### config.mk
export PLATFORM = sky130hd
export DESIGN_NAME = inv_sub_bytes_seq_flat
export DESIGN_NICKNAME = d
export VERILOG_FILES = /design/src/rtl/inv_sub_bytes_seq_if.sv /design/src/rtl/inv_sub_bytes_seq.sv /design/src/flat_wrapper.sv
export SDC_FILE = /design/constraint.sdc
export NUM_CORES = 1
export LEC_CHECK = 0
export BUFFER_PORTS_ARGS = -buffer_cell sky130_fd_sc_hd__buf_4
export CAP_MARGIN = 30
export CORE_ASPECT_RATIO = 1.75
export CORE_MARGIN = 2
export CORE_UTILIZATION = 26
export CTS_BUF_LIST = sky130_fd_sc_hd__clkbuf_16
export DETAILED_ROUTE_END_ITERATION = 10
export GPL_TIMING_DRIVEN = 0
export MAX_ROUTING_LAYER = met4
export PLACE_DENSITY = 0.49
export SLEW_MARGIN = 20
export SYNTH_ARGS = -nofsm -noshare
export SYNTH_HDL_FRONTEND = slang
export SYNTH_SLANG_ARGS = --single-unit
### constraint.sdc
create_clock -name clk -period 9.7 [get_ports clk]
set_input_delay 0.97 -clock clk [delete_from_list [all_inputs] [get_ports clk]]
set_output_delay 0.97 -clock clk [all_outputs]
set_load 0.05 [all_outputs]
### src/rtl/inv_sub_bytes_seq_if.sv
// inv_sub_bytes_seq_if
//   Handshake bundle for the InvSubBytes sequencer.
//   Input side : in_valid / in_ready / in_data  (128-bit AES state)
//   Output side: out_valid / out_ready / out_data (128-bit substituted state)
//   master: producer/consumer side (testbench or surrounding round logic)
//   slave : the sequencer itself
interface inv_sub_bytes_seq_if;
  logic         in_valid;
  logic         in_ready;
  logic [127:0] in_data;
  logic         out_valid;
  logic         out_ready;
  logic [127:0] out_data;

  modport master (
    output in_valid, in_data, out_ready,
    input  in_ready, out_valid, out_data
  );

  modport slave (
    input  in_valid, in_data, out_ready,
    output in_ready, out_valid, out_data
  );
endinterface

### src/rtl/inv_sub_bytes_seq.sv
// inv_sub_bytes_seq
//   Applies AES InvSubBytes to a 128-bit state by time-multiplexing LANES
//   inverse S-boxes over the 16 state bytes (N = 16/LANES cycles per state).
//
//   Ports:
//     clk    rising-edge clock
//     rst_n  synchronous active-low reset
//     bus    inv_sub_bytes_seq_if.slave: in_valid/in_ready/in_data,
//            out_valid/out_ready/out_data. Byte k = data[127-8k -: 8],
//            column-major (row = k mod 4, column = k / 4).
//     busy   high while a state is in SUB or DONE
//
//   Parameter LANES: 1, 2, 4, 8 or 16.
//   Optional macro INV_SUB_SHIFTROWS_EN: folds InvShiftRows into the output
//   wiring (out byte r+4c = substituted byte r+4((c-r) mod 4)).
//
//   state | meaning
//   IDLE  | waiting for a state; in_ready high
//   SUB   | LANES bytes substituted per cycle, cnt selects the byte group
//   DONE  | result presented on out_data until out_ready
module inv_sub_bytes_seq #(
  parameter int LANES = 4
) (
  input  logic                clk,
  input  logic                rst_n,
  inv_sub_bytes_seq_if.slave  bus,
  output logic                busy
);

  localparam int N  = 16 / LANES;
  localparam int CW = (N > 1) ? $clog2(N) : 1;

  if (LANES != 1 && LANES != 2 && LANES != 4 && LANES != 8 && LANES != 16) begin : g_lanes_check
    $error("inv_sub_bytes_seq: LANES must be 1, 2, 4, 8 or 16");
  end

  localparam logic [7:0] INV_SBOX [256] = '{
    8'h52, 8'h09, 8'h6a, 8'hd5, 8'h30, 8'h36, 8'ha5, 8'h38, 8'hbf, 8'h40, 8'ha3, 8'h9e, 8'h81, 8'hf3, 8'hd7, 8'hfb,
    8'h7c, 8'he3, 8'h39, 8'h82, 8'h9b, 8'h2f, 8'hff, 8'h87, 8'h34, 8'h8e, 8'h43, 8'h44, 8'hc4, 8'hde, 8'he9, 8'hcb,
    8'h54, 8'h7b, 8'h94, 8'h32, 8'ha6, 8'hc2, 8'h23, 8'h3d, 8'hee, 8'h4c, 8'h95, 8'h0b, 8'h42, 8'hfa, 8'hc3, 8'h4e,
    8'h08, 8'h2e, 8'ha1, 8'h66, 8'h28, 8'hd9, 8'h24, 8'hb2, 8'h76, 8'h5b, 8'ha2, 8'h49, 8'h6d, 8'h8b, 8'hd1, 8'h25,
    8'h72, 8'hf8, 8'hf6, 8'h64, 8'h86, 8'h68, 8'h98, 8'h16, 8'hd4, 8'ha4, 8'h5c, 8'hcc, 8'h5d, 8'h65, 8'hb6, 8'h92,
    8'h6c, 8'h70, 8'h48, 8'h50, 8'hfd, 8'hed, 8'hb9, 8'hda, 8'h5e, 8'h15, 8'h46, 8'h57, 8'ha7, 8'h8d, 8'h9d, 8'h84,
    8'h90, 8'hd8, 8'hab, 8'h00, 8'h8c, 8'hbc, 8'hd3, 8'h0a, 8'hf7, 8'he4, 8'h58, 8'h05, 8'hb8, 8'hb3, 8'h45, 8'h06,
    8'hd0, 8'h2c, 8'h1e, 8'h8f, 8'hca, 8'h3f, 8'h0f, 8'h02, 8'hc1, 8'haf, 8'hbd, 8'h03, 8'h01, 8'h13, 8'h8a, 8'h6b,
    8'h3a, 8'h91, 8'h11, 8'h41, 8'h4f, 8'h67, 8'hdc, 8'hea, 8'h97, 8'hf2, 8'hcf, 8'hce, 8'hf0, 8'hb4, 8'he6, 8'h73,
    8'h96, 8'hac, 8'h74, 8'h22, 8'he7, 8'had, 8'h35, 8'h85, 8'he2, 8'hf9, 8'h37, 8'he8, 8'h1c, 8'h75, 8'hdf, 8'h6e,
    8'h47, 8'hf1, 8'h1a, 8'h71, 8'h1d, 8'h29, 8'hc5, 8'h89, 8'h6f, 8'hb7, 8'h62, 8'h0e, 8'haa, 8'h18, 8'hbe, 8'h1b,
    8'hfc, 8'h56, 8'h3e, 8'h4b, 8'hc6, 8'hd2, 8'h79, 8'h20, 8'h9a, 8'hdb, 8'hc0, 8'hfe, 8'h78, 8'hcd, 8'h5a, 8'hf4,
    8'h1f, 8'hdd, 8'ha8, 8'h33, 8'h88, 8'h07, 8'hc7, 8'h31, 8'hb1, 8'h12, 8'h10, 8'h59, 8'h27, 8'h80, 8'hec, 8'h5f,
    8'h60, 8'h51, 8'h7f, 8'ha9, 8'h19, 8'hb5, 8'h4a, 8'h0d, 8'h2d, 8'he5, 8'h7a, 8'h9f, 8'h93, 8'hc9, 8'h9c, 8'hef,
    8'ha0, 8'he0, 8'h3b, 8'h4d, 8'hae, 8'h2a, 8'hf5, 8'hb0, 8'hc8, 8'heb, 8'hbb, 8'h3c, 8'h83, 8'h53, 8'h99, 8'h61,
    8'h17, 8'h2b, 8'h04, 8'h7e, 8'hba, 8'h77, 8'hd6, 8'h26, 8'he1, 8'h69, 8'h14, 8'h63, 8'h55, 8'h21, 8'h0c, 8'h7d
  };

  typedef enum logic [1:0] {
    IDLE = 2'd0,
    SUB  = 2'd1,
    DONE = 2'd2
  } state_t;

  state_t         state_q, state_d;
  logic [CW-1:0]  cnt_q, cnt_d;
  logic [127:0]   work_q, work_d;
  logic [127:0]   res_q, res_d;
  logic [127:0]   sub_work;
  logic           in_ready_c;

  // Result wiring: identity, or InvShiftRows folded in as a pure byte permutation.
  function automatic logic [127:0] fold_out(input logic [127:0] s);
    logic [127:0] o;
    o = s;
`ifdef INV_SUB_SHIFTROWS_EN
    for (int r = 0; r < 4; r++) begin
      for (int c = 0; c < 4; c++) begin
        o[127 - 8*(r + 4*c) -: 8] = s[127 - 8*(r + 4*((c - r + 4) % 4)) -: 8];
      end
    end
`endif
    return o;
  endfunction

  // Byte group selected by cnt is substituted in place; other bytes pass through.
  always_comb begin
    sub_work = work_q;
    for (int i = 0; i < LANES; i++) begin
      sub_work[127 - 8*(int'(cnt_q)*LANES + i) -: 8] =
        INV_SBOX[work_q[127 - 8*(int'(cnt_q)*LANES + i) -: 8]];
    end
  end

  always_comb begin
    state_d    = state_q;
    cnt_d      = cnt_q;
    work_d     = work_q;
    res_d      = res_q;
    in_ready_c = 1'b0;
    unique case (state_q)
      IDLE: begin
        in_ready_c = 1'b1;
        if (bus.in_valid) begin
          work_d  = bus.in_data;
          cnt_d   = '0;
          state_d = SUB;
        end
      end
      SUB: begin
        work_d = sub_work;
        if (cnt_q == CW'(N - 1)) begin
          cnt_d   = '0;
          res_d   = fold_out(sub_work);
          state_d = DONE;
        end else begin
          cnt_d = cnt_q + 1'b1;
        end
      end
      DONE: begin
        // Only state where in_ready follows out_ready combinationally.
        in_ready_c = bus.out_ready;
        if (bus.out_ready) begin
          if (bus.in_valid) begin
            work_d  = bus.in_data;
            cnt_d   = '0;
            state_d = SUB;
          end else begin
            state_d = IDLE;
          end
        end
      end
      default: state_d = IDLE;
    endcase
  end

  always_ff @(posedge clk) begin
    if (!rst_n) begin
      state_q <= IDLE;
      cnt_q   <= '0;
      work_q  <= '0;
      res_q   <= '0;
    end else begin
      state_q <= state_d;
      cnt_q   <= cnt_d;
      work_q  <= work_d;
      res_q   <= res_d;
    end
  end

  assign bus.in_ready  = in_ready_c & rst_n;
  assign bus.out_valid = (state_q == DONE);
  assign bus.out_data  = res_q;
  assign busy          = (state_q == SUB) || (state_q == DONE);

endmodule
### src/flat_wrapper.sv
// flat-port wrapper written by rule: the top's interface ports become plain ports
module inv_sub_bytes_seq_flat 
#(
  parameter int LANES = 4
)
  (clk, rst_n, busy, bus_in_valid, bus_in_data, bus_out_ready, bus_in_ready, bus_out_valid, bus_out_data);
  inv_sub_bytes_seq_if bus_i ();
  input  logic clk;
  input  logic rst_n;
  output logic busy;
  input wire logic [$bits(bus_i.in_valid)-1:0] bus_in_valid;
  input wire logic [$bits(bus_i.in_data)-1:0] bus_in_data;
  input wire logic [$bits(bus_i.out_ready)-1:0] bus_out_ready;
  output wire logic [$bits(bus_i.in_ready)-1:0] bus_in_ready;
  output wire logic [$bits(bus_i.out_valid)-1:0] bus_out_valid;
  output wire logic [$bits(bus_i.out_data)-1:0] bus_out_data;
  assign bus_i.in_valid = bus_in_valid;
  assign bus_i.in_data = bus_in_data;
  assign bus_i.out_ready = bus_out_ready;
  assign bus_in_ready = bus_i.in_ready;
  assign bus_out_valid = bus_i.out_valid;
  assign bus_out_data = bus_i.out_data;
  inv_sub_bytes_seq #(.LANES(LANES)) u_core (.clk(clk), .rst_n(rst_n), .bus(bus_i), .busy(busy));
endmodule
-- Word-level counts from Yosys, hierarchy flattened
Memories as Yosys holds them, arrays and structs flattened.
Cells that the tools add are included.
- bits in writable memories: 0
- input bits: 132
- output and inout bits: 131
- memories kept: 4
- bits in latches: 0
- ROM bits: 8192
- register bits: 260
- eq/ne operators: 6
- multipliers: 0
- shift operators: 12
- reductions and logical operators: 6
- add/subtract/negate cells: 12
- divide/modulo/power cells: 0
- mux-type cells: 25
- $lt $le $gt $ge: 4
- bitwise logic cells: 5
- memories (memory ; words ; bits a word ; rd ports ; clocked after memory_dff ; wr ports ; RTL line ; source):
    (name not given) ; 256 ; 8 ; 1 ; 0 ; 0 ; inv_sub_bytes_seq.sv:88 ; INV_SBOX[work_q[127 - 8*(int'(cnt_q)*LANES + i) -: 8]];
    (name not given) ; 256 ; 8 ; 1 ; 0 ; 0 ; inv_sub_bytes_seq.sv:88 ;
    (name not given) ; 256 ; 8 ; 1 ; 0 ; 0 ; inv_sub_bytes_seq.sv:88 ;
    (name not given) ; 256 ; 8 ; 1 ; 0 ; 0 ; inv_sub_bytes_seq.sv:88 ;
- operators by type and width (kind ; number):
    8-bit by 33-bit variable shift with 135-bit output (first input constant) ; 4
    8-bit by 33-bit variable part select with 135-bit output ; 4
    128-bit bitwise mux ; 4
    135-bit by 32-bit variable part select with 8-bit output ; 3
    128-bit case mux with 3 select lines ; 1
    128-bit two-way mux ; 2
    135-bit by 8-bit variable part select with 8-bit output ; 1
    32-bit negation with 33-bit output ; 3
    8-bit by 32-bit subtractor with 32-bit output (first input constant) ; 3
    8-bit two-way mux ; 8
    9-bit greater-or-equal comparator (second input constant) ; 4
    8-bit inverter with 9-bit output ; 4
    8-bit negation with 33-bit output ; 1
    2-bit two-way mux ; 6
    2-bit case mux with 3 select lines ; 2
    4-bit by 2-bit adder with 5-bit output (second input constant) ; 2
    7-bit by 7-bit subtractor with 8-bit output (first input constant) ; 1
    4-bit by 1-bit adder with 5-bit output (second input constant) ; 1
    2-bit == test (second input constant) ; 2
    2-bit inequality test (second input constant) ; 2
    2-bit AND reduction ; 2
    3-bit AND reduction ; 1
    3-bit nonzero test ; 1
    2-bit by 1-bit adder with 2-bit output (second input constant) ; 1
    7 further kinds ; 7

-- Logic depth before layout (Yosys ltp)
- word-level depth: 12
- depth in mapped cells: 19
- gate-level depth less buffers: 12

-- Least setup slack after synthesis
Ideal clock, no wire load.
- kind: register -> register
- start: reg u_core.cnt_q[0]
- end: reg u_core.work_q[74]
- path slack: 5.467 ns
- cell stages (with the launch flop): 17
- arrival: 4.142 ns
- setup time: 0.091 ns
- period minus slack after synthesis: 4.233 ns
- path buffers: 6
- data required time: 9.609 ns
- cell sequence: dfxtp_1 -> buf_6 -> buf_12 -> mux4_2 -> buf_2 -> clkbuf_1 -> inv_1 -> ha_1 -> clkbuf_1 -> clkbuf_1 -> o22ai_1 -> mux4_2 -> nor4_1 -> nor4_1 -> a211oi_2 -> nand2_1 -> a311oi_1
- cells in the longest elaborated chain, start to end: 12
- elaborated cells between the ends (all ways): 44
- those cells by class: 11 x add/sub; 12 x shift; 13 x mux; 4 x bitwise; 4 x memory
- ends and longest elaborated chain (what ; RTL line ; source):
    from (decl) ; inv_sub_bytes_seq.sv:63 ; logic [CW-1:0] cnt_q, cnt_d;
    from (signal assigned) ; inv_sub_bytes_seq.sv:142 ; cnt_q <= cnt_d;
    4-bit by 1-bit adder with 5-bit output or 7-bit by 7-bit subtractor with 8-bit output (tied branches) ; inv_sub_bytes_seq.sv:87, inv_sub_bytes_seq.sv:88 ;
    8-bit by 32-bit subtractor with 32-bit output or 135-bit by 8-bit variable part select with 8-bit output (tied branches) ; inv_sub_bytes_seq.sv:87, inv_sub_bytes_seq.sv:88 ;
    135-bit by 32-bit variable part select with 8-bit output or 8-bit inverter with 9-bit output (tied branches) ; inv_sub_bytes_seq.sv:88 ;
    8-bit inverter with 9-bit output (implied by the code) or memory read 256 x 8 bit (tied branches) ; - ;
    memory read 256 x 8 bit or 8-bit two-way mux (tied branches) ; - ;
    8-bit two-way mux (implied by the code) ; inv_sub_bytes_seq.sv:88 ;
    8-bit two-way mux (implied by the code) or 8-bit by 33-bit variable part select with 135-bit output (tied branches) ; inv_sub_bytes_seq.sv:88, inv_sub_bytes_seq.sv:87 ;
    8-bit by 33-bit variable part select with 135-bit output or 128-bit bitwise mux (tied branches) ; inv_sub_bytes_seq.sv:87 ; sub_work[127 - 8*(int'(cnt_q)*LANES + i) -: 8] =
    128-bit bitwise mux (2 in a row) ; inv_sub_bytes_seq.sv:87 ;
    128-bit bitwise mux (*) ; inv_sub_bytes_seq.sv:87 ;
    128-bit case mux with 3 select lines (*) ; inv_sub_bytes_seq.sv:98 ; unique case (state_q)
    to (signal assigned) ; inv_sub_bytes_seq.sv:143 ; work_q <= work_d;
    to (decl) ; inv_sub_bytes_seq.sv:64 ; logic [127:0] work_q, work_d;
Every way passes the cells marked *; elsewhere a longest branch is shown, timed or not. The select of a mux whose other input is x is not followed.
A chain may end at the register's enable or synchronous reset.

-- Worst setup path after layout
- start: reg u_core.cnt_q[1]
- end: reg u_core.work_q[0]
The elaborated chain is that of the path after synthesis.

==> flow_metrics.py <==
metrics = {
    "outcome": {
        "run_status": "finished, final reports clean",
    },
    "route": {
        "final_antenna_net_count": 0,
        "route.final.wire_length_um": 233000,
        "num_vias": 36200,
        "routed_wire_length_per_instance_um": 44.3,
        "drtPass1Iterations": 7,
        "drcViolationCount": 0,
        "vias_per_cell": 6.87,
        "drt_iter0_drc": 4712,
    },
    "worst_setup_path": {
        "timing.critical_path.slowest_stage_cell": "sky130_fd_sc_hd__a21oi_1",
        "required_worst_endpoint_ps": 10230,
        "critPathLaunchType": "flop",
        "timing_worst_setup_path_type": "reg2reg",
        "buf_inv_stages_crit_path": 7,
        "crit_path_cell_trace": "buf_6 -> buf_4 -> buf_2 -> mux4_2 -> buf_2 -> inv_1 -> ha_1 -> clkbuf_1 -> inv_1 -> a21oi_1 -> o211ai_1 -> a31oi_1 -> a221o_1 -> o31ai_2 -> o22ai_1",
        "worst-endpoint-arrival_ps": 7560,
        "max_incr_delay_on_cp_ps": 840,
        "critPathTopFamily": "buffers and inverters",
        "cp_max_fo": 10,
        "timing.critical_path.to_type": "flop",
    },
    "synthesis": {
        "synthDistinctLibCells": 106,
        "synthXorXnorAreaFrac_pct": 0.484,
        "mappedNetlistNets": 3793,
        "muxShareOfSynthArea_pct": 8.37,
        "synth_top_area_share_pct": 19.5,
        "async_reset_ff_share_pct": 0,
        "synth_top_cells_by_count": "335 x sky130_fd_sc_hd__nand2_1, 318 x sky130_fd_sc_hd__o21ai_0, 260 x sky130_fd_sc_hd__dfxtp_1",
        "yosysWarningCount": 0,
        "postSynthAreaPerCell_sq_um": 7.43,
        "synthesis.area_sq_um": 26600,
        "dominant_combinational_cell_family_by_area_after_synthesis": "compound AO/OA/AOI/OAI gates",
        "post_synth_fa_ha_maj_area_fraction_pct": 3.52,
        "ys_ff_latch": 260,
        "yosysSeqAreaShare_pct": 19.5,
        "synth_area_leader_cell": "sky130_fd_sc_hd__dfxtp_1",
        "synthMostInstantiatedCell": "sky130_fd_sc_hd__nand2_1",
        "share_of_the_synthesized_area_in_compound_gates_ao_oa_aoi_oai_pct": 40.6,
        "synthSimpleGateAreaFrac_pct": 19.0,
        "number_of_synthesized_flops_with_an_enable_pin": 0,
        "postSynth.topFlopCell": "sky130_fd_sc_hd__dfxtp_1",
        "synthCells": 3586,
        "synth_top_cells_by_area": "sky130_fd_sc_hd__dfxtp_1 20%, sky130_fd_sc_hd__o21ai_0 6.0%, sky130_fd_sc_hd__nand2_1 4.7%",
    },
    "layout": {
        "fin_nets": 4116,
        "drive_gt1_share_pct": 17.2,
        "flow.area_growth_from_synthesis_pct": 18.2,
        "fill_cells": 11300,
    },
    "timing": {
        "final.min_clock_period_ps": 7030,
        "number_of_failing_setup_endpoints_in_the_final_timing_report": 0,
        "worst_clock_skew_ps": 33.8,
        "finalMaxSlewViolations": 0,
        "hold-worst-slack_ps": 463,
        "setup_tns_ps": 0,
        "final.period_utilization_pct": 72.4,
        "hold_viol": 0,
        "slew_headroom_pct": 20.5,
        "fmax_mhz": 142,
        "worst_slew_pin_slew_ps": 1190,
        "grt_setup_unrepaired": "false",
    },
    "power": {
        "power_switching_mw": 5.66,
        "power_frac_comb_pct": 75.5,
        "peakVddDrop_mv": 0.111,
        "power.density_nw_per_um2": 290,
        "internal_power_mw": 3.46,
        "switching_share_pct": 62.1,
        "power_leakage_nw": 11.3,
        "power.sequential.fraction_pct": 14.1,
        "p_clk_share_pct": 10.3,
    },
    "clock_tree": {
        "postCtsSetupBuffers": 0,
        "cts_made_buffers": 24,
        "cts_resized": 0,
        "ctsRootBufferMaster": "sky130_fd_sc_hd__clkbuf_16",
        "cts_num_sinks": 260,
        "cts_tree": "yes",
        "cts.path.max_buffers": 3,
        "cts_max_level": 1,
        "cts_hold_buf": 0,
        "clkSlewWorstSetupHoldPaths_ps": 80,
        "clkLatencyLatePin_ps": 620,
    },
    "global_routing": {
        "grt_pass1_wl_um": 313000,
        "global_route.overflow_total": 0,
        "grt_pass1_vias": 35000,
        "antenna_found_initial": 20,
        "groute.usage.overall_pct": 44.3,
        "maximum_number_of_pins_on_one_net_before_global_route_repair": 17,
    },
    "run": {
        "number_of_maximum_capacitance_constraint_violations": 0,
    },
    "place": {
        "hpwlAfterDp_um": 183000,
        "globalplace.congestion": 1.06,
        "portBuffers": 262,
    },
    "die": {
        "ioPinCount": 263,
        "core_area_sq_um": 102000,
        "dieArea_sq_um": 105000,
        "floorplan.initialDensity_pct": 26.2,
        "floorplan.die.width_um": 246,
        "dieHeight_um": 427,
        "number_of_placement_rows": 155,
    },
    "min_path": {
        "worstHoldPathType": "reg2reg",
    },
}
==> power by group through the flow <==
stage | Clock, mW | Sequential, mW | Combinational [mW]
6_report | 0.942 | 1.29 | 6.88
5_1_grt | 0.972 | 1.29 | 6.91
4_1_cts | 0.932 | 1.28 | 6.48
3_5_place_dp | 0 | 1.30 | 6.45
3_3_place_gp | 0 | 1.30 | 6.57
2_1_floorplan | 0 | 1.24 | 3.48
==> per-stage QoR <==
stage          cells  cell area (sq um)  utilization (%)  power [mW]  setup WS, ps
2_1_floorplan   3586              26600                -        4.72          5470
3_3_place_gp    5182              30300             29.7        7.87          2190
3_5_place_dp    5206              30600             30.1        7.76          3010
4_1_cts         5245              31300             30.8        8.69          2980
5_1_grt         5274              31500             30.9        9.17          2940
6_report        5276              31500             30.9        9.11          2670
==> kinds of logic (layout without fill, tap and decap cells) <==
group           after synthesis  in the layout
buf+inv                     490            826
fa+ha+maj                    75             75
compound gates             1533           1533
other cells                   0             20
xor+xnor                     13             13
flops                       260            260
simple gates               1049           1049
mux                         166            166
==> placed cells by master (no fill, tap or decap), types with 29 or more instances in the layout <==
| cell type | instances |
|---|---|
| sky130_fd_sc_hd__mux2_2 | 29 |
| sky130_fd_sc_hd__a311oi_1 | 56 |
| sky130_fd_sc_hd__nor2_1 | 215 |
| sky130_fd_sc_hd__nor3_1 | 55 |
| sky130_fd_sc_hd__nand2_1 | 335 |
| sky130_fd_sc_hd__o311a_1 | 30 |
| sky130_fd_sc_hd__o21ai_0 | 317 |
| sky130_fd_sc_hd__inv_1 | 76 |
| sky130_fd_sc_hd__a21o_1 | 29 |
| sky130_fd_sc_hd__buf_2 | 109 |
| sky130_fd_sc_hd__a22oi_1 | 88 |
| sky130_fd_sc_hd__dfxtp_1 | 260 |
| sky130_fd_sc_hd__o311ai_0 | 29 |
| sky130_fd_sc_hd__o22ai_1 | 59 |
| sky130_fd_sc_hd__mux2i_1 | 93 |
| sky130_fd_sc_hd__a21oi_1 | 235 |
| sky130_fd_sc_hd__buf_6 | 39 |
| sky130_fd_sc_hd__or2_2 | 45 |
| sky130_fd_sc_hd__a31oi_1 | 81 |
| sky130_fd_sc_hd__clkbuf_1 | 240 |
| sky130_fd_sc_hd__nor2b_1 | 43 |
| sky130_fd_sc_hd__nand3_1 | 96 |
| sky130_fd_sc_hd__and2_1 | 29 |
| sky130_fd_sc_hd__ha_1 | 75 |
| sky130_fd_sc_hd__a221oi_1 | 37 |
| sky130_fd_sc_hd__buf_4 | 282 |
| sky130_fd_sc_hd__o211ai_1 | 131 |
| sky130_fd_sc_hd__or3_1 | 50 |
| sky130_fd_sc_hd__o31ai_1 | 29 |
| sky130_fd_sc_hd__nand2b_1 | 95 |
| sky130_fd_sc_hd__a211oi_1 | 49 |
| sky130_fd_sc_hd__o221ai_1 | 65 |
| sky130_fd_sc_hd__mux4_2 | 41 |
==> area by class of cell <==
class	count	area [sq um]	area share [%]
multi-input cells	2836	19300	61.2
flip-flops and latches	260	5200	16.5
repair buffers	297	2370	7.54
plain buffers	406	1930	6.12
well taps	1334	1670	5.30
clock buffers	24	601	1.91
inverters	84	318	1.01
clock inverters	15	78.8	0.250
diodes	20	50.0	0.159
==> worst reg2reg max path: stages, from the launching register on <==
cell                       delay (ps)
sky130_fd_sc_hd__dfxtp_1          620
sky130_fd_sc_hd__buf_6            290
sky130_fd_sc_hd__buf_4            370
sky130_fd_sc_hd__buf_2            530
sky130_fd_sc_hd__mux4_2           480
sky130_fd_sc_hd__buf_2            280
sky130_fd_sc_hd__inv_1            450
sky130_fd_sc_hd__ha_1             250
sky130_fd_sc_hd__clkbuf_1         730
sky130_fd_sc_hd__inv_1            420
sky130_fd_sc_hd__a21oi_1          840
sky130_fd_sc_hd__o211ai_1         230
sky130_fd_sc_hd__a31oi_1          710
sky130_fd_sc_hd__a221o_1          300
sky130_fd_sc_hd__o31ai_2          220
sky130_fd_sc_hd__o22ai_1          240
==> per-layer routing <==
layer	part of all wire (%)	vias to the layer above	track usage, %
met5	0	-	-
met3	7.6	1161	7.93
met4	12	0	41.5
met1	34	17900	45.7
li1	-	14500	-
met2	46	2697	71.1
==> sequential cells by signal, indices dropped and copies added, names as in the netlist <==
register	count
u_core.state_q	2
u_core.work_q	128
u_core.cnt_q	2
u_core.bus.out_data	128
==> worst paths after layout <==
| check | from | endpoint | slack, ps | cells after the start |
|---|---|---|---|---|
| hold / removal | u_core.bus.out_data[29] | u_core.bus.out_data[29] | 460 | 2 |
| setup reg to reg | u_core.cnt_q[1] | u_core.work_q[0] | 2670 | 15 |
| setup / recovery | u_core.cnt_q[1] | u_core.work_q[0] | 2670 | 15 |
| hold reg to reg | u_core.bus.out_data[29] | u_core.bus.out_data[29] | 460 | 2 |
No activity file was read; power rests on OpenSTA's default activity.
